**src/rtl/cb_config_sequencer.sv**
```systemverilog
// Config-bus write sequencer: buffers host (addr, data, last) words in a small FIFO
// and replays each one as a single-cycle config_en write, with optional idle gaps.
module cb_config_sequencer #(
  parameter int FIFO_DEPTH = 4,
  parameter int GAP_CYCLES = 0,
  parameter int ADDR_W     = 32,
  parameter int DATA_W     = 32
) (
  input  logic              clk,
  input  logic              reset,
  input  logic              flush,
  input  logic              in_valid,
  output logic              in_ready,
  input  logic [ADDR_W-1:0] in_addr,
  input  logic [DATA_W-1:0] in_data,
  input  logic              in_last,
  output logic [ADDR_W-1:0] config_addr,
  output logic [DATA_W-1:0] config_data,
  output logic              config_en,
  output logic              busy,
  output logic              done,
  output logic [15:0]       cfg_count
);

  localparam int PTR_W  = (FIFO_DEPTH > 1) ? $clog2(FIFO_DEPTH) : 1;
  localparam int GAP_W  = (GAP_CYCLES > 1) ? $clog2(GAP_CYCLES) : 1;
  localparam int WORD_W = ADDR_W + DATA_W + 1;
  localparam logic [PTR_W:0]   DEPTH_C  = (PTR_W+1)'(FIFO_DEPTH);
  localparam logic [GAP_W-1:0] GAP_INIT = GAP_W'((GAP_CYCLES > 0) ? (GAP_CYCLES - 1) : 0);

  typedef enum logic [1:0] {
    S_IDLE  = 2'd0,
    S_ISSUE = 2'd1,
    S_GAP   = 2'd2
  } state_t;

  logic [WORD_W-1:0] mem_q [FIFO_DEPTH];
  logic [PTR_W-1:0]  wr_ptr_q, rd_ptr_q;
  logic [PTR_W:0]    count_q;
  state_t            state_q;
  logic [GAP_W-1:0]  gap_q;
  logic              en_q, done_q;
  logic [ADDR_W-1:0] addr_q;
  logic [DATA_W-1:0] data_q;
  logic [15:0]       cnt_q;

  logic fifo_empty_s, push_s, can_pop_s, pop_s;
  logic [WORD_W-1:0] head_s;

  assign fifo_empty_s = (count_q == '0);
  assign in_ready     = (count_q < DEPTH_C) && !flush;
  assign push_s       = in_valid && in_ready;
  // A pop is allowed from IDLE, back-to-back from ISSUE, or on the final GAP cycle.
  assign can_pop_s    = (state_q == S_IDLE)
                     || ((state_q == S_ISSUE) && (GAP_CYCLES == 0))
                     || ((state_q == S_GAP) && (gap_q == '0));
  assign pop_s        = !flush && !fifo_empty_s && can_pop_s;
  assign head_s       = mem_q[rd_ptr_q];

  always_ff @(posedge clk) begin
    if (push_s) begin
      mem_q[wr_ptr_q] <= {in_last, in_addr, in_data};
    end
  end

  always_ff @(posedge clk or posedge reset) begin
    if (reset) begin
      wr_ptr_q <= '0;
      rd_ptr_q <= '0;
      count_q  <= '0;
    end else if (flush) begin
      wr_ptr_q <= '0;
      rd_ptr_q <= '0;
      count_q  <= '0;
    end else begin
      if (push_s) wr_ptr_q <= wr_ptr_q + 1'b1;
      if (pop_s)  rd_ptr_q <= rd_ptr_q + 1'b1;
      case ({push_s, pop_s})
        2'b10:   count_q <= count_q + 1'b1;
        2'b01:   count_q <= count_q - 1'b1;
        default: count_q <= count_q;
      endcase
    end
  end

  always_ff @(posedge clk or posedge reset) begin
    if (reset) begin
      state_q <= S_IDLE;
      gap_q   <= '0;
      en_q    <= 1'b0;
      done_q  <= 1'b0;
      addr_q  <= '0;
      data_q  <= '0;
      cnt_q   <= 16'd0;
    end else if (flush) begin
      // Address/data deliberately keep the last issued word.
      state_q <= S_IDLE;
      gap_q   <= '0;
      en_q    <= 1'b0;
      done_q  <= 1'b0;
      cnt_q   <= 16'd0;
    end else begin
      en_q   <= 1'b0;
      done_q <= 1'b0;
      if (pop_s) begin
        en_q                     <= 1'b1;
        {done_q, addr_q, data_q} <= head_s;
        cnt_q                    <= (cnt_q == 16'hFFFF) ? cnt_q : cnt_q + 16'd1;
      end
      case (state_q)
        S_IDLE: begin
          if (pop_s) state_q <= S_ISSUE;
        end
        S_ISSUE: begin
          if (GAP_CYCLES > 0) begin
            state_q <= S_GAP;
            gap_q   <= GAP_INIT;
          end else if (!pop_s) begin
            state_q <= S_IDLE;
          end
        end
        S_GAP: begin
          if (gap_q == '0) begin
            state_q <= pop_s ? S_ISSUE : S_IDLE;
          end else begin
            gap_q <= gap_q - 1'b1;
          end
        end
        default: state_q <= S_IDLE;
      endcase
    end
  end

  assign config_addr = addr_q;
  assign config_data = data_q;
  assign config_en   = en_q;
  assign done        = done_q;
  assign cfg_count   = cnt_q;
  assign busy        = !fifo_empty_s || (state_q != S_IDLE);

endmodule

```
**config.mk**
```make
export PLATFORM = sky130hd
export DESIGN_NAME = cb_config_sequencer
export DESIGN_NICKNAME = d
export VERILOG_FILES = /design/src/rtl/cb_config_sequencer.sv
export SDC_FILE = /design/constraint.sdc
export NUM_CORES = 1
export LEC_CHECK = 0
export ABC_AREA = 0
export CELL_PAD_IN_SITES_DETAIL_PLACEMENT = 1
export CELL_PAD_IN_SITES_GLOBAL_PLACEMENT = 1
export CORE_UTILIZATION = 30
export DETAILED_ROUTE_END_ITERATION = 6
export PLACE_DENSITY_LB_ADDON = 0.1
export SETUP_SLACK_MARGIN = 0.1
export SLEW_MARGIN = 25
export SYNTH_ARGS = -nofsm -noshare
export SYNTH_HDL_FRONTEND = slang
export SYNTH_SLANG_ARGS = --single-unit
```
**constraint.sdc**
```tcl
create_clock -name clk -period 5.2 [get_ports clk]
set_input_delay 1.04 -clock clk [delete_from_list [all_inputs] [get_ports clk]]
set_output_delay 1.04 -clock clk [all_outputs]
set_load 0.03 [all_outputs]
```
==> flow_summary.ini, run 1 <==
[status]
status = completed

[sta]
fin_crit_ns = 3.637
rsz0062_at_grt = no
fmaxAchievable_ghz = 0.2750
setup_violations = 0
worst_pin_slew_ns = 0.7702
slew_violations = 0
relSlewSlack = 0.4853
hold-worst-slack_ns = 0.5041
hold_viol_final = 0
fin_crit_sh = 0.6994
finalSetupTns_ns = 0
skew_ns = 0.02572

[cts]
clock_latency_ns = 0.56
post_cts_buffers = 0
cts_tree = yes
cts-resized-gates = 0
cts_sinks = 350
cts_buffers = 40
cts_buffer_depth = 3
hold_buffers = 0
clk_pin_slew_worst_paths_ns = 0.06
cts-root-buf = clkbuf_16
cts_max_level = 2

[critical_path]
reg2reg_depth = 3
critical_path.reg2reg.endpoint = config_data[2]
worstSetupPathType = input port to primary output
crit_start = flush
cp_data_arrival_time_ns = 2.60
worst-path-max-fanout = 5
worstSetupEndpointType = primary output
r2r-start = rd_ptr_q[0]
start_kind = input port
worstSetupEndpoint = in_ready
required_ns = 4.16
r2r_slack_ns = 2.77

[grt]
antenna_found_initial = 6
grt_use_total = 0.1411
met1_usage = 0.1749
busiest_layer = met2
grt_max_degree = 49
grt_pass1_vias = 7529
grt-ovfl-total = 0
use_met3 = 0.03530
grt_first_pass_wirelength_um = 46420
gr-usage-met2 = 0.2374

[synth]
synth_ff_type = edfxtp_1
synth-edff-count = 260
yosysTopAreaCellShare = 0.5890
synth.distinct_cells = 47
synth_area_leader_cell = edfxtp_1
netlist_area_um2 = 13260
ys_async_sr_fraction = 0.2571
yosysWarnings = 0
ys_ff_latch = 350
yosysMostFrequentCell = edfxtp_1
synthCells = 637
syn_area_per_cell_um2 = 20.81
synth_area_leaders = edfxtp_1, dfrtp_1, mux4_2, mux2_2, a21oi_1
synth_fp_nets = 712
yosysSeqAreaShare = 0.7589
synth_commonest_cells = edfxtp_1, dfrtp_1, mux4_2, mux2_2, nor2_1

[place]
dp_hpwl_um = 18700
routabilityCongestion = 0.7226
numPortBuffers = 152

[power]
powerDensity_nw_per_um2 = 533.9
cellLeakagePower_nw = 5.636
max-vdd-ir-drop_mv = 0.2708

[cells_and_area]
area_growth_pct = 26.71
antenna_cells = 0
nFillCells = 4242
layout.nets = 891
drive_gt1_frac = 0.2494

[drt]
dr.pass1.iters = 5
via_per_inst = 4.648
wire_per_inst_um = 21.46
ant_nets = 0
dr_total_vias = 6651
totalWireLength_um = 30710
drt_iter0_drc = 437
drc_errors = 0

[job]
maxCapViolations = 0

[hold_path]
whs_path_depth = 1
hold_class = flip-flop to flip-flop

[floorplanning]
row_count = 76
pin_count = 153
core_region_area_um2 = 43360
dieWidth_um = 212.2
start_util = 0.3057
die_area_um2 = 45030
die_height_um = 212.2
[worst min-delay path by stage]
stage                          startpoint              end  slack (ns)
after global placement    config_addr[11]  config_addr[11]        0.49
final                     config_data[15]  config_data[15]        0.50
after floorplan               wr_ptr_q[0]      wr_ptr_q[0]        0.56
after global routing      config_addr[19]  config_addr[19]        0.52
after CTS                 config_data[15]  config_data[15]        0.51
after detailed placement   config_data[2]   config_data[2]        0.50
[cells by family (layout without fill, tap and decap cells)]
group / after synthesis / in the layout / synth area share
flip-flops: 350 / 350 / 0.7589
multiplexers: 135 / 135 / 0.1701
AND/OR/NAND/NOR: 72 / 72 / 0.03191
buffers and inverters: 36 / 245 / 0.01416
AO/OA/AOI/OAI: 35 / 35 / 0.01671
adder cells (fa/ha/maj): 6 / 6 / 0.006230
XOR/XNOR: 3 / 3 / 0.001983
[area by class of cell]
type	count	area, um2	area share
Timing Repair Buffer	167	1659	0.09878
Multi-Input combinational cell	251	3035	0.1807
Clock inverter	11	115.1	0.006853
Tap cell	585	732.0	0.04358
Clock buffer	61	1162	0.06920
Sequential cell	350	10070	0.5994
Inverter	6	25.02	0.001490
[critical path, cell delays in order]
cell and delay, ns:
clkdlybuf4s50_1 0.44, nor2_1 0.35, clkdlybuf4s50_1 0.77
[power by group]
part / total [mW] / switching (mW) / internal (mW)
combinational: 2.49 / 1.26 / 1.23
clock: 2.73 / 1.09 / 1.64
sequential: 3.74 / 0.325 / 3.42
total: 8.97 / 2.68 / 6.29
[layout by cell type, fill, tap and decap left out, types with 4 or more instances in the layout]
| cell | netlist | layout |
|---|---|---|
| edfxtp_1 | 260 | 260 |
| clkdlybuf4s50_1 | 0 | 152 |
| dfrtp_1 | 90 | 88 |
| mux4_2 | 65 | 65 |
| mux2_2 | 64 | 64 |
| clkbuf_16 | 0 | 42 |
| nor2_1 | 18 | 17 |
| a21oi_1 | 16 | 16 |
| clkbuf_1 | 10 | 15 |
| buf_4 | 9 | 13 |
| nor2b_1 | 9 | 9 |
| nand2_1 | 8 | 8 |
| or4_1 | 7 | 7 |
| o31ai_1 | 6 | 6 |
| inv_1 | 6 | 5 |
| ha_1 | 5 | 5 |
| clkinv_1 | 0 | 5 |
| and3_4 | 0 | 4 |
| nand3_1 | 4 | 4 |
| mux2_1 | 4 | 4 |
| clkbuf_8 | 0 | 4 |
[routing by layer]
metal	share of wire	wire length, um
met1	0.42	13030
met5	0.0027	82
met2	0.50	15230
met3	0.050	1521
met4	0.027	844
[through the flow]
stage | utilization | area (um2) | power, mW | instances | setup WS (ns)
after floorplan | - | 13260 | 5.312 | 637 | 1.337
after global routing | 0.3874 | 16800 | 9.383 | 1431 | 1.442
after detailed placement | 0.3579 | 15520 | 6.361 | 1359 | 1.550
after CTS | 0.3874 | 16800 | 9.148 | 1431 | 1.538
final | 0.3874 | 16800 | 8.967 | 1431 | 1.563
after global placement | 0.3574 | 15500 | 6.302 | 1358 | 1.582
[sequential cells by signal, indices dropped and copies added, names as in the netlist]
| register | cells |
|---|---|
| cfg_count | 16 |
| config_addr | 32 |
| config_data | 32 |
| config_en | 1 |
| count_q | 3 |
| done | 1 |
| mem_q | 260 |
| rd_ptr_q | 2 |
| state_q | 1 |
| wr_ptr_q | 2 |
Note: power is estimated with default switching activity, not from simulation.
==> inputs of run 2 (changes only) <==
==> constraint.sdc (replaced) <==
create_clock -name clk -period 3.3 [get_ports clk]
set_input_delay 0.66 -clock clk [delete_from_list [all_inputs] [get_ports clk]]
set_output_delay 0.66 -clock clk [all_outputs]
set_load 0.03 [all_outputs]
==> run 2 against run 1 <==
Compared with the run above: hold slack got worse by 0.094 ns; total power up 57%; clock skew fell by 0.012 ns; critical path type unchanged; highest routed layer unchanged.
==> flow_summary.ini, run 2 (same netlist as run 1, synthesis figures left out) <==
[power]
max-vdd-ir-drop_mv = 0.3813
total_power_mw = 14.04
powerDensity_nw_per_um2 = 828.9
cellLeakagePower_nw = 5.688

[place]
place_inst = 1369
routabilityCongestion = 0.7432
numPortBuffers = 152
dp_hpwl_um = 20050

[floorplanning]
row_count = 76
die_height_um = 212.2
core_region_area_um2 = 43360
pin_count = 153
dieWidth_um = 212.2
die_area_um2 = 45030
start_util = 0.3057

[critical_path]
worst-path-max-fanout = 8
worstSetupEndpointType = primary output
required_ns = 2.64
cp_data_arrival_time_ns = 1.98
worstSetupPathType = input port to primary output
start_kind = input port

[job]
maxCapViolations = 0

[drt]
wire_per_inst_um = 21.60
drc_errors = 0
dr_total_vias = 6684
ant_nets = 0
drt_iter0_drc = 461
via_per_inst = 4.635
dr.pass1.iters = 4
totalWireLength_um = 31140

[cts]
cts_max_level = 2
cts_buffer_depth = 3
cts-root-buf = clkbuf_16
cts_tree = yes
cts_buffers = 40
cts_sinks = 350
clk_pin_slew_worst_paths_ns = 0.05
cts-resized-gates = 0
post_cts_buffers = 0
hold_buffers = 0
clock_latency_ns = 0.55

[sta]
fin_crit_sh = 0.8014
worst_pin_slew_ns = 0.6078
finalSetupTns_ns = 0
hold-worst-slack_ns = 0.4102
rsz0062_at_grt = no
fin_crit_ns = 2.645
skew_ns = 0.01397
relSlewSlack = 0.5948
slew_violations = 0
setup_violations = 0
hold_viol_final = 0
fmaxAchievable_ghz = 0.3781

[grt]
grt_first_pass_wirelength_um = 47290
busiest_layer = met2
grt_use_total = 0.1439
met1_usage = 0.1826
gr-usage-met2 = 0.2396
grt_pass1_vias = 7481
antenna_found_initial = 4
use_met3 = 0.03456
grt-ovfl-total = 0
grt_max_degree = 55

[cells_and_area]
drive_gt1_frac = 0.2547
most-common-layout-cells = edfxtp_1, clkdlybuf4s50_1, dfrtp_1, mux4_2, mux2_2
largest_register_ffs = 260
area_growth_pct = 27.82
final_common_cell = edfxtp_1
layout.nets = 901
fin_cells = 1442
largest-register = mem_q

[hold_path]
hold_class = input port to async pin

[status]
status = completed
-- run 2: changes by cell type in the layout (fill, tap and decap cells not counted) --
cell	delta
clkinv_1	+1
clkbuf_1	+3
clkbuf_8	-2
clkinv_2	+1
clkinv_8	-1
diode_2	+1
buf_12	+12
bufinv_16	-1
buf_4	-1
clkbuf_16	-1
clkdlybuf4s50_1	-1
-- run 2: worst paths after layout --
path	start	endpoint	slack (ns)	cells after the start
hold / removal	reset	config_data[7]	0.41	2
hold reg to reg	config_data[11]	config_data[11]	0.50	1
setup / recovery	flush	in_ready	0.66	3
max in group asynchronous	reset	config_addr[31]	2.20	3
setup reg to reg	cfg_count[0]	cfg_count[13]	1.26	5
min in group clk	config_data[11]	config_data[11]	0.50	1
-- run 2: stage by stage --
stage                     worst slack, ns  area, um2    util
final                              0.6553      16940  0.3907
after global routing               0.5474      16940  0.3907
after CTS                          0.6118      16940  0.3907
after detailed placement           0.3834      15740  0.3630
after global placement             0.5340      15740  0.3630
after floorplan                    0.3047      13260       -
-- run 2: per-layer routing --
| layer | wire length, um | up-vias |
|---|---|---|
| met5 | 34 | - |
| li1 | - | 2937 |
| met3 | 1740 | 50 |
| met2 | 15380 | 167 |
| met4 | 692 | 6 |
| met1 | 13290 | 3524 |
-- run 2: power breakdown --
part	total [mW]	internal, mW	switching [mW]
combinational	4.11	2.01	2.10
sequential	5.83	5.38	0.447
clock	4.11	2.41	1.70
total	14.0	9.81	4.24
-- run 2: worst max-delay path: stages --
cell             delay, ns
clkdlybuf4s50_1       0.60
nor2_1                0.46
buf_4                 0.26
-- run 2: cell type report --
type                       instances  area [um2]
timing repair buffer             177        1882
inverter                           6       25.02
clock buffer                      61        1121
tap                              585       732.0
antenna                            1       2.502
fill                            4260       26420
clock inverter                    11       77.57
multi-input combinational        251        3035
sequential                       350       10070
==> inputs of run 3 (changes only) <==
==> constraint.sdc (replaced) <==
create_clock -name clk -period 2.4 [get_ports clk]
set_input_delay 0.48 -clock clk [delete_from_list [all_inputs] [get_ports clk]]
set_output_delay 0.48 -clock clk [all_outputs]
set_load 0.03 [all_outputs]
==> run 3 against run 2 <==
Compared with the run above: first-iteration DRC count down 31%; register-to-register slack worse by 0.86 ns; clock skew up 0.0040 ns; sequential share of layout area down 0.76 points; core utilization up 0.51 points; non-clock buffer count up 8; sequential cell count unchanged; critical endpoint unchanged; largest power group unchanged.
==> flow_summary.ini, run 3 (same netlist as run 1, synthesis figures left out) <==
[cts]
cts-root-buf = clkbuf_16
clock_latency_ns = 0.54
clk_pin_slew_worst_paths_ns = 0.06
hold_buffers = 0
cts_max_level = 2
cts_sinks = 350
cts_buffer_depth = 3
cts_buffers = 40
cts_tree = yes

[sta]
setup_violations = 0
worst_pin_slew_ns = 0.4897
slew_violations = 0
skew_ns = 0.01796
rsz0062_at_grt = no
fin_crit_ns = 2.184
hold_viol_final = 0
fin_crit_sh = 0.9098
fmaxAchievable_ghz = 0.4580
relSlewSlack = 0.6710
hold-worst-slack_ns = 0.3082

[cells_and_area]
layout.nets = 909
largest-register = mem_q
largest_register_ffs = 260
most-common-layout-cells = edfxtp_1, clkdlybuf4s50_1, dfrtp_1, mux4_2, mux2_2
drive_gt1_frac = 0.2740
area_growth_pct = 29.50
fin_area_um2 = 17170
final_common_cell = edfxtp_1
fin_cells = 1450
antenna_cells = 0

[critical_path]
reg2reg_depth = 5
worst-path-max-fanout = 12
required_ns = 1.92
worstSetupPathType = input port to primary output
cp_num_cells = 5
start_kind = input port
slowest_stage = clkdlybuf4s50_1
critPathMostFrequentCell = buf_4
cpPeakStageDelay_ns = 0.47
path_cells = clkdlybuf4s50_1 -> buf_4 -> nor2_1 -> buf_4 -> buf_4
critPathTopFamily = buffers and inverters
cp_data_arrival_time_ns = 1.70
worstSetupEndpointType = primary output
r2r_slack_ns = 0.40
cp_num_buf_inv = 4

[place]
routabilityCongestion = 0.7389
place_inst = 1377
dp_hpwl_um = 19840
placed_area_um2 = 15870
numPortBuffers = 152

[hold_path]
hold_class = input port to async pin

[drt]
wire_per_inst_um = 20.92
ant_nets = 0
drt_iter0_drc = 317
dr_total_vias = 6639
via_per_inst = 4.579
totalWireLength_um = 30340
drc_errors = 0
dr.pass1.iters = 4

[job]
maxCapViolations = 0

[power]
max-vdd-ir-drop_mv = 0.6109
swShare = 0.2968
cellLeakagePower_nw = 5.811
powerDensity_nw_per_um2 = 1145
combPwrFrac = 0.293
p_switching_mw = 5.832
p_int_mw = 13.82
total_power_mw = 19.65
seqPwrFrac = 0.404
p_clk_frac = 0.303

[grt]
grt_first_pass_wirelength_um = 46860
grt_pass1_vias = 7502
grt-ovfl-total = 0
grt_max_degree = 39
antenna_found_initial = 1
grt_use_total = 0.1398

[floorplanning]
row_count = 76
core_region_area_um2 = 43360
die_height_um = 212.2
dieWidth_um = 212.2
die_area_um2 = 45030
pin_count = 153
start_util = 0.3057

[status]
status = completed
-- run 3: changes by cell type in the layout (fill, tap and decap cells not counted), sizes merged, moves of 2 or more --
cell	delta
clkdlybuf4s50	-2
buf	+8
bufinv	+2
inv	+2
clkbuf	-3
-- run 3: final cells by class --
cell class	count	area (um2)
fillers	4247	26200
flip-flops and latches	350	10070
multi-input cells	251	3035
repair buffers	185	2006
clock buffers	58	1130
well taps	585	732.0
clock inverters	15	166.4
inverters	6	26.28
-- run 3: power by group through the flow --
stage | sequential, mW | combinational [mW] | clock, mW
after floorplan | 9.02 | 2.49 | 0
after global placement | 8.04 | 5.82 | 0
after detailed placement | 8.08 | 5.88 | 0
after CTS | 7.98 | 5.90 | 6.18
after global routing | 8.08 | 6.15 | 6.42
final | 7.94 | 5.75 | 5.96
-- run 3: metrics by stage --
step | util | TNS [ns] | worst slack, ns
CTS | 0.3958 | 0 | 0.1503
finish | 0.3959 | 0 | 0.2165
global placement | 0.3659 | 0 | 0.01794
floorplan | - | -49.78 | -0.1915
detailed placement | 0.3659 | 0 | 0.03064
global route | 0.3959 | 0 | 0.1175
-- run 3: path summary, 6_finish.rpt --
path                                 start              end
min in group clk           config_data[14]  config_data[14]
max reg2reg                   cfg_count[0]    cfg_count[13]
min                                  reset  config_data[12]
min reg2reg                config_data[14]  config_data[14]
max in group asynchronous            reset   config_addr[1]
max                                  flush         in_ready
-- run 3: what timing repair did --
action,in CTS,in global routing
gates resized for setup,2,2
hold endpoints to repair,0,0
setup endpoints to repair,1,2
buffers inserted,0,0
-- run 3: routing by layer --
metal | vias up | global-route usage | routed length [um]
met3 | 39 | 0.03235 | 1315
met1 | 3515 | 0.1791 | 13170
met5 | - | 0 | 11
met2 | 131 | 0.2372 | 15370
li1 | 2952 | - | -
met4 | 2 | 0.03773 | 478
